[src/rtl/cordic_control.sv]
// Sequencing controller for an iterative CORDIC core: accepts one operand, steps the
// iteration counter, writes back x then y, and holds the result until it is consumed.
module cordic_control #(
    parameter int N = 7
) (
    input  logic                 clk,
    input  logic                 rst,
    input  logic                 in_valid,
    output logic                 in_ready,
    output logic                 out_valid,
    input  logic                 out_ready,
    output logic [8:1]           c,
    output logic [$clog2(N)-1:0] cnt,
    output logic                 busy
);

    localparam int W = $clog2(N);
    localparam logic [W-1:0] CntLast = W'(N - 1);
    localparam logic [W-1:0] CntPen  = W'(N - 2);

    typedef enum logic [2:0] {
        StIdle,
        StIter,
        StWrx,
        StWry,
        StDone
    } state_e;

    state_e         state_q, state_d;
    logic [W-1:0]   cnt_q, cnt_d;

    always_ff @(posedge clk or negedge rst) begin
        if (!rst) begin
            state_q <= StIdle;
            cnt_q   <= '0;
        end else begin
            state_q <= state_d;
            cnt_q   <= cnt_d;
        end
    end

    always_comb begin
        state_d   = state_q;
        cnt_d     = cnt_q;
        in_ready  = 1'b0;
        out_valid = 1'b0;
        busy      = 1'b1;
        c         = '0;
        unique case (state_q)
            StIdle: begin
                busy     = 1'b0;
                // Gated by rst so the core sees no load strobe while held in reset.
                in_ready = rst;
                c[1]     = in_valid & rst;
                c[2]     = in_valid & rst;
                c[8]     = in_valid & rst;
                if (in_valid) begin
                    state_d = StIter;
                    cnt_d   = '0;
                end
            end
            StIter: begin
                c[2] = 1'b1;
                if (cnt_q == CntPen) begin
                    state_d = StWrx;
                    cnt_d   = CntLast;
                end else begin
                    cnt_d = cnt_q + W'(1);
                end
            end
            StWrx: begin
                c[6]    = 1'b1;
                state_d = StWry;
            end
            StWry: begin
                c[7]    = 1'b1;
                c[5]    = 1'b1;
                state_d = StDone;
            end
            StDone: begin
                out_valid = 1'b1;
                if (out_ready) begin
                    state_d = StIdle;
                    cnt_d   = '0;
                end
            end
            default: begin
                state_d = StIdle;
                cnt_d   = '0;
            end
        endcase
    end

    assign cnt = cnt_q;

endmodule

[config.mk]
export PLATFORM = sky130hd
export DESIGN_NAME = cordic_control
export DESIGN_NICKNAME = d
export VERILOG_FILES = /design/src/rtl/cordic_control.sv
export SDC_FILE = /design/constraint.sdc
export NUM_CORES = 1
export LEC_CHECK = 0
export BUFFER_PORTS_ARGS = -buffer_cell sky130_fd_sc_hd__buf_2
export CORE_AREA = 2 2 39 41
export DETAILED_ROUTE_END_ITERATION = 8
export DIE_AREA = 0 0 41 43
export PLACE_DENSITY_LB_ADDON = 0.05
export SLEW_MARGIN = 20
export SYNTH_ARGS = -nofsm -noshare
export SYNTH_HDL_FRONTEND = slang
export SYNTH_SLANG_ARGS = --single-unit
[constraint.sdc]
create_clock -name clk -period 1.7 [get_ports clk]
set_clock_uncertainty 0.15 [all_clocks]
set_input_delay 0.085 -clock clk [delete_from_list [all_inputs] [get_ports clk]]
set_output_delay 0.085 -clock clk [all_outputs]
set_load 0.02 [all_outputs]
# Yosys cells after proc, flatten, opt, wreduce, memory -nomap -nowiden
# Index checks and enable logic that the tools add are counted.
dict set report classes {
  n_eq_ne 8
  div 0
  multipliers 0
  n_lt_le_gt_ge 0
  shift 0
  addsub 1
  n_mux 14
  bitwise_logic 2
  n_reduce_logical 4
}
# op n
set op_table {}
lappend op_table {{3-bit two-way mux} 5}
lappend op_table {{3-bit case mux with 5 select lines} 1}
lappend op_table {{3-bit case mux with 4 select lines} 1}
lappend op_table {{3-bit by 2-bit equality test with 1-bit output (second input constant)} 2}
lappend op_table {{3-bit equality test (second input constant)} 2}
lappend op_table {{1-bit two-way mux} 6}
lappend op_table {{2-bit inequality test (second input constant)} 3}
lappend op_table {{3-bit AND reduction} 2}
lappend op_table {{3-bit by 1-bit adder with 3-bit output (second input constant)} 1}
lappend op_table {{3-bit by 1-bit equality test with 1-bit output (second input constant)} 1}
lappend op_table {{3-bit logical NOT} 1}
lappend op_table {{1-bit case mux with 2 select lines} 1}
lappend op_table {{2-bit OR reduction} 1}
lappend op_table {{1-bit AND} 1}
lappend op_table {{1-bit NOT} 1}
dict set report totals {
  in_bits 4
  output_inout_bits 14
  ram_bits 0
  latchBits 0
  word_cells 31
  mem_count 0
  rom_bits 0
  register_bits 6
}

# Longest topological paths before layout
# Gate-level depths: netlist of run 1.
dict set report depth {
  depth_word 4
  ltp_mapped 5
}

# Worst setup path before layout of run 1
# Ideal clock, no wire load.
dict set report synth_path {
  kind {register to register}
  startpoint {register state_q[0]}
  endpoint {register cnt_q[2] (netlist: cnt[2])}
  setup_slack_ns 0.188
  t_arrival_ns 1.280
  stages_incl_launch_ff 5
  path_cell_list {dfrtp_1 -> buf_6 -> or4b_4 -> o21a_4 -> a22oi_2}
}
dict set report synth_between {
  elab_chain_cells 4
  word_cells_on_any_way 11
}
# item line_no
set synth_rtl {}
lappend synth_rtl {{from (decl)} 29} ;# state_e state_q, state_d;
lappend synth_rtl {{from (signal assigned)} 34} ;# state_q <= StIdle;
lappend synth_rtl {{from (signal assigned)} 37} ;# state_q <= state_d;
lappend synth_rtl {{parallel branches: the longest is 4 deep, another holds 3-bit case mux with 4 select lines} n/a}
lappend synth_rtl {{to (signal assigned)} 38} ;# cnt_q <= cnt_d;
lappend synth_rtl {{to (decl)} 30} ;# logic [W-1:0] cnt_q, cnt_d;
# Several ways; the timed one is not identified.
# A chain may end at the register's enable or synchronous reset.

# Worst setup path after layout of run 1
dict set report layout_path {
  startpoint {register state_q[0]}
  endpoint {output c[2] (netlist name)}
}
dict set report layout_between {
  elab_chain_cells 2
  word_cells_on_any_way 3
}
# item line_no
set layout_rtl {}
lappend layout_rtl {{3-bit by 1-bit equality test with 1-bit output or 3-bit logical NOT (tied branches)} 49} ;# unique case (state_q)
lappend layout_rtl {{1-bit case mux with 2 select lines (*)} 49}
lappend layout_rtl {{to (decl)} 12} ;# output logic [8:1] c,
# Mark *: on every way between the ends. The rest lies on a longest branch, timed or not.

==> implementation parameters, run 1 <==
Parameter                              Value

Outcome
  Outcome    completed

Worst setup path
  Startpoint of the most critical setup path    state_q[0]$_DFFE_PN0P_
  Critical path's slowest cell    sky130_fd_sc_hd__dfrtp_2
  Startpoint class of the critical path    register
  Worst endpoint required time    roughly 1500 ps
  Arrival time worst endpoint    1390 ps
  Worst-path maximum fanout    6
  Crit Reg-Reg Startpoint    state_q[1]$_DFFE_PN0P_
  CP max stage delay    ~440 ps
  Critical path capture point type    output port
  Crit Path Category    register to output port
  Worst path cell trace    nor3b_1, buf_4, or2_2, buf_2

Logic synthesis
  Most common cell in the synthesized netlist    sky130_fd_sc_hd__dfrtp_1
  Register area share after synthesis    0.338
  Ranking of synthesized cells by area    sky130_fd_sc_hd__dfrtp_1, sky130_fd_sc_hd__buf_4, sky130_fd_sc_hd__ha_1, sky130_fd_sc_hd__nor3b_1, sky130_fd_sc_hd__nand2_1
  Post-Synthesis Cells    47
  Commonest cells in the synthesized netlist    sky130_fd_sc_hd__dfrtp_1, sky130_fd_sc_hd__buf_4, sky130_fd_sc_hd__nand2_1
  Fraction of synthesized cell area taken by the top area cell type    0.338
  Mapped Area    ~440 µm²
  #FFs+latches synth    6
  Unique masters post-synth    28
  Mean instance size in the synthesized netlist    ~9.5 µm²
  Share of flip-flops with an asynchronous set or reset    1.00
  Number of enable-type register cells in the synthesized netlist    0
  Area leader, netlist    sky130_fd_sc_hd__dfrtp_1
  Yosys synthesis warning count    0
  Top FF cell, synth    sky130_fd_sc_hd__dfrtp_1

Floorplan
  Starting utilization of the core area    0.321
  Die Area    1760 µm²
  Core area    around 1400 µm²
  Vertical extent of the die    roughly 43 µm
  Die Wd    a little over 40 µm
  Top-Level Pins    18
  Row cnt    14

Final layout
  Area growth from synthesis to layout    34.1%
  Number of nets in the final layout    74
  Total area of sequential cells    between 150 and 200 µm²
  Filler Cells Inserted    between 150 and 200
  Fraction of final layout cells with drive strength greater than 1    0.515
  Inserted Diodes    0
  Footprint of the multi-input gates    around 250 µm²
  Post-layout util    0.430

Timing
  Number of failing setup endpoints in the final timing report    0
  Number of endpoints with negative hold slack in the final report    0
  Shortest clock period the worst path allows after layout    around 1600 ps
  Final cycle utilization of the critical path    0.957
  Sum Neg Setup Slack    0 ps
  Highest attainable clock frequency    between 600 and 700 MHz
  Pins Over Slew Limit    0
  Post-route worst hold slack    about 60 ps
  Setup repair after global routing missed its margin    no

Power and ir drop
  Max rail drop VDD    ~0.81 mV
  Reported leakage power    ~0.0003 µW
  PwrDens    about 1800 nW/µm²

Clock tree
  Maximum clock insertion buffer count    2
  Clock root buffer    sky130_fd_sc_hd__clkbuf_4
  Clock latency on the worst-skew pair    approximately 240 ps
  CTS tree    done
  H-tree lvl count    1
  Num CTS Buffers    3
  Clock transition time at the flip-flop clock pins of the worst setup and hold paths    about 50 ps
  Clock sink count    6

Drt
  Via total after detailed routing    399
  Iteration-0 DRC count of the detailed router    3
  First-pass iteration count of the detailed router    4
  Total Routed Length    a little under 1000 µm
  Average routed wire per standard cell    11.7 µm
  Post-route DRC violation count    0
  Routed Antenna Nets    0
  Mean number of vias per cell    4.87

GRT
  Number of global-route vias before repair    378
  Global Route met3 Usage    0.0314
  Met1 Resource Use GR    0.167
  Highest-utilization routing layer at the global route stage    met2
  Wire length of the first global-routing pass    about 1600 µm
  Residual overflow from global routing    0
  Maximum number of pins on one net before global-route repair    11
  Met2 usage in global routing    0.209
  Initial antenna violation count    0
  Overall fraction of global-route tracks in use    0.134

Placed design
  Final RePlAce weighted congestion    about 0.70
  DP HPWL    approximately 700 µm
  Count of buffers inserted at the top-level ports    15

Job
  Maxcap violations    0

Worst hold path
  Class of the tightest hold or removal check    input pin to async pin
sequential cells by signal, indices dropped and copies added (netlist names):
register  cells
state_q       3
cnt           3
cells by family after synthesis:
logic type	count (synthesis)	share of synthesized area
mux	1	0.0225
other cells	1	0.00844
buf+inv	10	0.141
fa+ha+maj	2	0.0563
simple gates	20	0.282
compound gates	7	0.152
flops	6	0.338
area by class of cell:
class                           instances  share of cell area
Multi-Input combinational cell         32               0.422
Sequential cell                         6               0.258
Timing Repair Buffer                   22               0.229
Tap cell                               16              0.0336
Inverter                                3              0.0189
Clock buffer                            3              0.0378
final timing paths:
kind / end / slack, ps / cells after the start
max: c[2] / 70 / 4
min: state_q[1]$_DFFE_PN0P_ / 60 / 2
max reg2reg: cnt[2]$_DFFE_PN0P_ / 160 / 3
min reg2reg: state_q[1]$_DFFE_PN0P_ / 380 / 1
max in group asynchronous: state_q[0]$_DFFE_PN0P_ / 1210 / 2
min in group clk: state_q[0]$_DFFE_PN0P_ / 90 / 4
layout by cell type (no fill, tap or decap), types with 2 or more instances in the layout:
| master | Yosys | layout |
|---|---|---|
| sky130_fd_sc_hd__buf_2 | 2 | 14 |
| sky130_fd_sc_hd__buf_4 | 4 | 6 |
| sky130_fd_sc_hd__nand2_1 | 4 | 4 |
| sky130_fd_sc_hd__inv_1 | 3 | 3 |
| sky130_fd_sc_hd__nor3b_1 | 3 | 3 |
| sky130_fd_sc_hd__clkbuf_4 | 0 | 3 |
| sky130_fd_sc_hd__dfrtp_1 | 6 | 3 |
| sky130_fd_sc_hd__dfrtp_2 | 0 | 3 |
| sky130_fd_sc_hd__or2b_1 | 2 | 2 |
| sky130_fd_sc_hd__nor2_1 | 2 | 2 |
| sky130_fd_sc_hd__ha_1 | 2 | 2 |
| sky130_fd_sc_hd__conb_1 | 1 | 2 |
stage by stage:
step | worst slack [ps] | cell area [µm²] | total power [µW] | cells
after floorplan | 188 | 448 | 736 | 48
after global placement | 140 | 507 | 889 | 74
after detailed placement | 132 | 507 | 877 | 74
after CTS | 20.3 | 547 | 1020 | 78
after global routing | 3.40 | 596 | 1190 | 82
final | 72.8 | 596 | 1090 | 82
routing by layer:
metal / routed length (µm) / vias to the layer above
met4: 0 / 0
met2: 519 / 16
met1: 380 / 193
met3: 61 / 0
li1: - / 190
met5: 0 / -
repair_timing:
item	CTS	global route
endpoints found under the hold margin	6	0
buffers inserted	0	4
setup endpoints to repair	1	1
hold buffers	1	0
resized for setup	3	6
report_power, final:
| part | switching, µW | internal, µW |
|---|---|---|
| clock network | 47.2 | 79.6 |
| logic | 344 | 326 |
| registers | 86.0 | 207 |
| total | 477 | 612 |
worst max-delay path, delay by kind of cell (launching register included):
kind | cells | cell delay, ps
and+or+nand+nor | 2 | 410
DFF | 1 | 440
buffers and inverters | 2 | 310
(Power assumes the default switching activity.)
==> run 2: changes to the inputs <==
--- a/config.mk
+++ b/config.mk
@@ -6,9 +6,11 @@
 export NUM_CORES = 1
 export LEC_CHECK = 0
 export BUFFER_PORTS_ARGS = -buffer_cell sky130_fd_sc_hd__buf_2
-export CORE_AREA = 2 2 39 41
+export CELL_PAD_IN_SITES_DETAIL_PLACEMENT = 1
+export CELL_PAD_IN_SITES_GLOBAL_PLACEMENT = 2
+export CORE_AREA = 2 2 46 48
 export DETAILED_ROUTE_END_ITERATION = 8
-export DIE_AREA = 0 0 41 43
+export DIE_AREA = 0 0 48 50
 export PLACE_DENSITY_LB_ADDON = 0.05
 export SLEW_MARGIN = 20
 export SYNTH_ARGS = -nofsm -noshare
==> run 2 against run 1 <==
Against the previous run:
- critical endpoint is now cnt[0]$_DFFE_PN0P_
- setup slack got worse by 15 ps
- critical path depth did not move
- final cell count grew 13%
- first-iteration DRC count up 67%
- cell area is 1.1% higher
- sequential share of layout area is 0.48 points lower
- clock-buffer cell count did not move
- clock power grew 6%
- via count down 1.0%
- non-clock buffer count unchanged
- utilization shrank 11 points
- wire length up 25%
==> implementation parameters, run 2 (synthesized netlist as in run 1, its figures left out) <==
Parameter                              Value

Outcome
  Outcome    completed

Power and ir drop
  Power Internal    around 600 µW
  Proportion of power drawn by the clock network    0.122
  Portion of total power attributed to combinational logic    0.629
  Max rail drop VDD    approximately 0.55 mV
  NetSw    just under 500 µW
  Power consumption    about 1100 µW
  Reported leakage power    0.000325 µW
  Sw frac    0.449
  Part of the power in registers    0.249
  PwrDens    about 1800 nW/µm²

Timing
  Number of endpoints with negative hold slack in the final report    0
  Setup repair after global routing missed its margin    no
  Final cycle utilization of the critical path    0.966
  Highest attainable clock frequency    approximately 600 MHz
  Pins Over Slew Limit    0
  Sum Neg Setup Slack    0 ps
  Shortest clock period the worst path allows after layout    1640 ps
  Number of failing setup endpoints in the final timing report    0

GRT
  Residual overflow from global routing    0
  Number of global-route vias before repair    just under 400
  Maximum number of pins on one net before global-route repair    11
  Initial antenna violation count    0
  Overall fraction of global-route tracks in use    0.110
  Wire length of the first global-routing pass    1780 µm

Job
  Maxcap violations    0

Floorplan
  Die Area    around 2400 µm²
  Vertical extent of the die    ~50 µm
  Row cnt    16
  Starting utilization of the core area    0.234
  Die Wd    about 48 µm
  Core area    1900 µm²
  Top-Level Pins    18

Final layout
  Leading cell type in the layout, fill and taps excluded    sky130_fd_sc_hd__buf_2
  Area growth from synthesis to layout    35.5%
  Inserted Diodes    0
  Number of nets in the final layout    74
  Commonest non-fill, non-tap cells in the layout    sky130_fd_sc_hd__buf_2, sky130_fd_sc_hd__buf_4, sky130_fd_sc_hd__nand2_1, sky130_fd_sc_hd__dfrtp_1
  Fraction of final layout cells with drive strength greater than 1    0.470
  Non-Filler Instances    93

Drt
  Mean number of vias per cell    between 4 and 5
  Post-route DRC violation count    0
  Iteration-0 DRC count of the detailed router    5
  Average routed wire per standard cell    ~13 µm
  Total Routed Length    roughly 1200 µm
  Routed Antenna Nets    0
  First-pass iteration count of the detailed router    4
  Via total after detailed routing    between 300 and 400

Clock tree
  Num CTS Buffers    3
  Clock latency on the worst-skew pair    240 ps
  H-tree lvl count    1
  Clock transition time at the flip-flop clock pins of the worst setup and hold paths    roughly 50 ps
  Clock sink count    6
  CTS tree    done
  Clock root buffer    sky130_fd_sc_hd__clkbuf_4
  Maximum clock insertion buffer count    2

Worst setup path
  Worst-path maximum fanout    4
  Critical path capture point type    register
  Startpoint class of the critical path    register
  R2R depth    4
  Crit Path Category    register to register
  Arrival time worst endpoint    ~1700 ps
  Worst endpoint required time    1710 ps
  Setup slack, reg-to-reg    around 58 ps
  Crit Reg-Reg Startpoint    state_q[0]$_DFFE_PN0P_
  Endpoint of the lowest-slack register-to-register path    cnt[0]$_DFFE_PN0P_

Placed design
  DP HPWL    roughly 850 µm
  Final RePlAce weighted congestion    0.755
  Placed cells    between 80 and 90
  Count of buffers inserted at the top-level ports    15

Worst hold path
  Class of the tightest hold or removal check    input pin to async pin
[run 2: routing by layer]
layer  part of all wire  track usage  vias to the layer above
met2               0.48        0.164                       17
li1                   -            -                      190
met4                  0       0.0676                        0
met3              0.070       0.0220                        0
met1               0.45        0.140                      188
met5                  0            0                        -
[run 2: power groups by stage]
stage,combinational (µW),clock (µW),sequential (µW)
2_1_floorplan,459,0,278
3_3_place_gp,605,0,275
3_5_place_dp,612,0,288
4_1_cts,618,144,297
5_1_grt,763,151,287
6_report,691,134,274
[run 2: timing repair]
action	in CTS	in global routing
gates cloned	0	0
setup buffers	0	4
hold endpoints to repair	6	0
endpoints found under the setup margin	3	1
pin swaps	0	1
gates resized for setup	3	3
hold buffers	1	0
[run 2: final cells by class]
| type | instances | area (µm²) |
|---|---|---|
| clock buffers | 3 | 22.5 |
| multi-input cells | 32 | 240 |
| flip-flops and latches | 6 | 153 |
| well taps | 27 | 33.8 |
| inverters | 3 | 11.3 |
| fillers | 224 | 1300 |
| repair buffers | 22 | 141 |
[run 2: metrics by stage]
stage	instance area, µm²	setup slack, ps	utilization	hold WS [ps]
floorplan	448	188	-	-361
global placement	520	177	0.274	-219
detailed placement	520	120	0.274	-212
CTS	561	1.86	0.295	53.5
global route	602	16.8	0.316	63.6
finish	602	58.2	0.316	50.0
[run 2: worst max path at each step]
stage	startpoint	endpoint	slack, ps	cells after the start
2_1_floorplan	state_q[0]$_DFFE_PN0P_	cnt[2]$_DFFE_PN0P_	190	4
3_3_place_gp	state_q[0]$_DFFE_PN0P_	cnt[2]$_DFFE_PN0P_	180	3
3_5_place_dp	state_q[0]$_DFFE_PN0P_	cnt[0]$_DFFE_PN0P_	120	3
4_1_cts	state_q[0]$_DFFE_PN0P_	c[2]	2	4
5_1_grt	state_q[0]$_DFFE_PN0P_	c[2]	20	4
6_report	state_q[0]$_DFFE_PN0P_	cnt[0]$_DFFE_PN0P_	60	4
[run 2: worst max-delay path, stage by stage, from the launching register on]
cell and delay, ps:
sky130_fd_sc_hd__dfrtp_2 420, sky130_fd_sc_hd__buf_4 150, sky130_fd_sc_hd__or4b_4 550, sky130_fd_sc_hd__o21a_4 150
sky130_fd_sc_hd__mux2i_1 140
==> run 3: changes to the inputs <==
--- a/config.mk
+++ b/config.mk
@@ -6,11 +6,11 @@
 export NUM_CORES = 1
 export LEC_CHECK = 0
 export BUFFER_PORTS_ARGS = -buffer_cell sky130_fd_sc_hd__buf_2
-export CELL_PAD_IN_SITES_DETAIL_PLACEMENT = 1
-export CELL_PAD_IN_SITES_GLOBAL_PLACEMENT = 2
-export CORE_AREA = 2 2 46 48
+export CELL_PAD_IN_SITES_DETAIL_PLACEMENT = 0
+export CELL_PAD_IN_SITES_GLOBAL_PLACEMENT = 1
+export CORE_AREA = 2 2 41 43
 export DETAILED_ROUTE_END_ITERATION = 8
-export DIE_AREA = 0 0 48 50
+export DIE_AREA = 0 0 43 45
 export PLACE_DENSITY_LB_ADDON = 0.05
 export SLEW_MARGIN = 20
 export SYNTH_ARGS = -nofsm -noshare
==> run 3 against run 2 <==
Against the previous run:
- hold slack got worse by 21 ps
- die area fell by 19%
- fmax barely moved
- cell area fell by 2.5%
- clock power barely moved
- register-to-register slack improved by 100 ps
- via count rose by 0.25%
- wire length fell by 17%
- combinational power fell by 3.8%
==> implementation parameters, run 3 (synthesized netlist as in run 1, its figures left out) <==
Parameter                              Value

Drt
  Highest routing layer actually used    met4
  Post-route DRC violation count    0
  Mean number of vias per cell    just under 5
  Met2 Routed Length    roughly 500 µm
  Routed Antenna Nets    0
  First-pass iteration count of the detailed router    4
  Via total after detailed routing    slightly below 400
  Detailed-route wire length on metal 1    418 µm
  Routed wire length on met3    around 70 µm
  Total Routed Length    between 900 and 1000 µm
  Iteration-0 DRC count of the detailed router    4
  Average routed wire per standard cell    approximately 12 µm

Final layout
  Leading cell type in the layout, fill and taps excluded    sky130_fd_sc_hd__buf_2
  Post-layout util    0.399
  Final instance area    between 500 and 600 µm²
  Commonest non-fill, non-tap cells in the layout    sky130_fd_sc_hd__buf_2, sky130_fd_sc_hd__buf_4, sky130_fd_sc_hd__nand2_1
  Filler Cells Inserted    170
  Area growth from synthesis to layout    32.1%
  Fraction of final layout cells with drive strength greater than 1    0.500
  Number of nets in the final layout    74
  Inserted Diodes    0

Timing
  Highest attainable clock frequency    approximately 610 MHz
  Sum Neg Setup Slack    0 ps
  Number of endpoints with negative hold slack in the final report    0
  Number of failing setup endpoints in the final timing report    0
  Pins Over Slew Limit    0
  Final cycle utilization of the critical path    0.966
  Shortest clock period the worst path allows after layout    1640 ps

Worst setup path
  Crit Path Category    register to output port
  Worst path cell trace    nor3b_1, buf_4, or2_2, buf_2
  Critical path's slowest cell    sky130_fd_sc_hd__dfrtp_2
  Arrival time worst endpoint    1410 ps
  Startpoint class of the critical path    register
  Worst-path maximum fanout    5
  Critical path capture point type    output port
  Worst endpoint required time    1460 ps
  CP max stage delay    between 400 and 500 ps

Placed design
  Final RePlAce weighted congestion    between 0.6 and 0.7
  Instance area after placement    roughly 500 µm²
  Count of buffers inserted at the top-level ports    15
  DP HPWL    approximately 800 µm

GRT
  Number of global-route vias before repair    ~340
  Maximum number of pins on one net before global-route repair    11
  Wire length of the first global-routing pass    between 1500 and 2000 µm
  Initial antenna violation count    0
  Residual overflow from global routing    0
  Overall fraction of global-route tracks in use    0.118

Worst hold path
  Class of the tightest hold or removal check    input pin to async pin

Power and ir drop
  Max rail drop VDD    between 0.6 and 0.7 mV
  Reported leakage power    a little over 0.0003 µW
  PwrDens    1860 nW/µm²

Clock tree
  Maximum clock insertion buffer count    2
  CTS tree    done
  Clock sink count    6
  Clock root buffer    sky130_fd_sc_hd__clkbuf_4
  H-tree lvl count    1
  Num CTS Buffers    3
  Clock latency on the worst-skew pair    roughly 250 ps
  Clock transition time at the flip-flop clock pins of the worst setup and hold paths    ~50 ps

Floorplan
  Vertical extent of the die    45 µm
  Die Area    around 1900 µm²
  Row cnt    14
  Core area    1470 µm²
  Die Wd    about 43 µm
  Starting utilization of the core area    0.302
  Top-Level Pins    18

Job
  Maxcap violations    0

Outcome
  Outcome    completed
run 3: cell types whose count changed in the layout (fill, tap and decap cells not counted), sizes merged:
| cell | change |
|---|---|
| buf | +1 |
| dlymetal6s2s | -1 |
run 3: worst max-delay path, delay by kind of cell, from the launching register on:
family / cells / cell delay [ps]
simple gates: 2 / 410
buf+inv: 2 / 310
flops: 1 / 440
run 3: layout make-up:
class                   instances  area [µm²]  share of cell area
repair buffers                 22         133               0.226
well taps                      16        20.0              0.0341
inverters                       3        11.3              0.0192
clock buffers                   3        22.5              0.0384
flip-flops and latches          6         154               0.262
multi-input cells              32         246               0.420
run 3: what timing repair did:
action / 4_1_cts / 5_1_grt
hold buffers: 1 / 0
endpoints found under the hold margin: 6 / 0
buffers inserted: 0 / 5
gates resized for setup: 4 / 3
endpoints found under the setup margin: 3 / 1
run 3: where the power goes:
group | leakage (µW) | switching (µW) | internal, µW
Clock | 0.0000138 | 54.8 | 80.1
Sequential | 0.0000720 | 83.4 | 206
Combinational | 0.000222 | 345 | 321
run 3: metrics by stage:
step / power, µW / hold WS (ps) / cells / setup slack (ps)
floorplan: 736 / -361 / 48 / 188
global placement: 876 / -223 / 73 / 166
detailed placement: 883 / -219 / 73 / 138
CTS: 1040 / 44.2 / 77 / 5.54
global route: 1190 / 36.4 / 82 / -1.83
finish: 1090 / 29.2 / 82 / 57.9
run 3: final timing paths:
check                                        from                     end  slack (ps)  cells past startpoint
min reg2reg                    cnt[0]$_DFFE_PN0P_      cnt[0]$_DFFE_PN0P_         400                      1
min                                           rst  state_q[2]$_DFFE_PN0P_          30                      2
max in group asynchronous                     rst  state_q[0]$_DFFE_PN0P_        1240                      2
max                        state_q[0]$_DFFE_PN0P_                    c[2]          60                      4
max reg2reg                state_q[2]$_DFFE_PN0P_      cnt[2]$_DFFE_PN0P_         160                      4
min in group clk                         in_valid  state_q[0]$_DFFE_PN0P_          70                      4
run 3: per-layer routing:
metal,track usage,up-vias
li1,-,195
met1,0.134,184
met2,0.194,15
met3,0.0400,2
met4,0.0727,0
met5,0,-
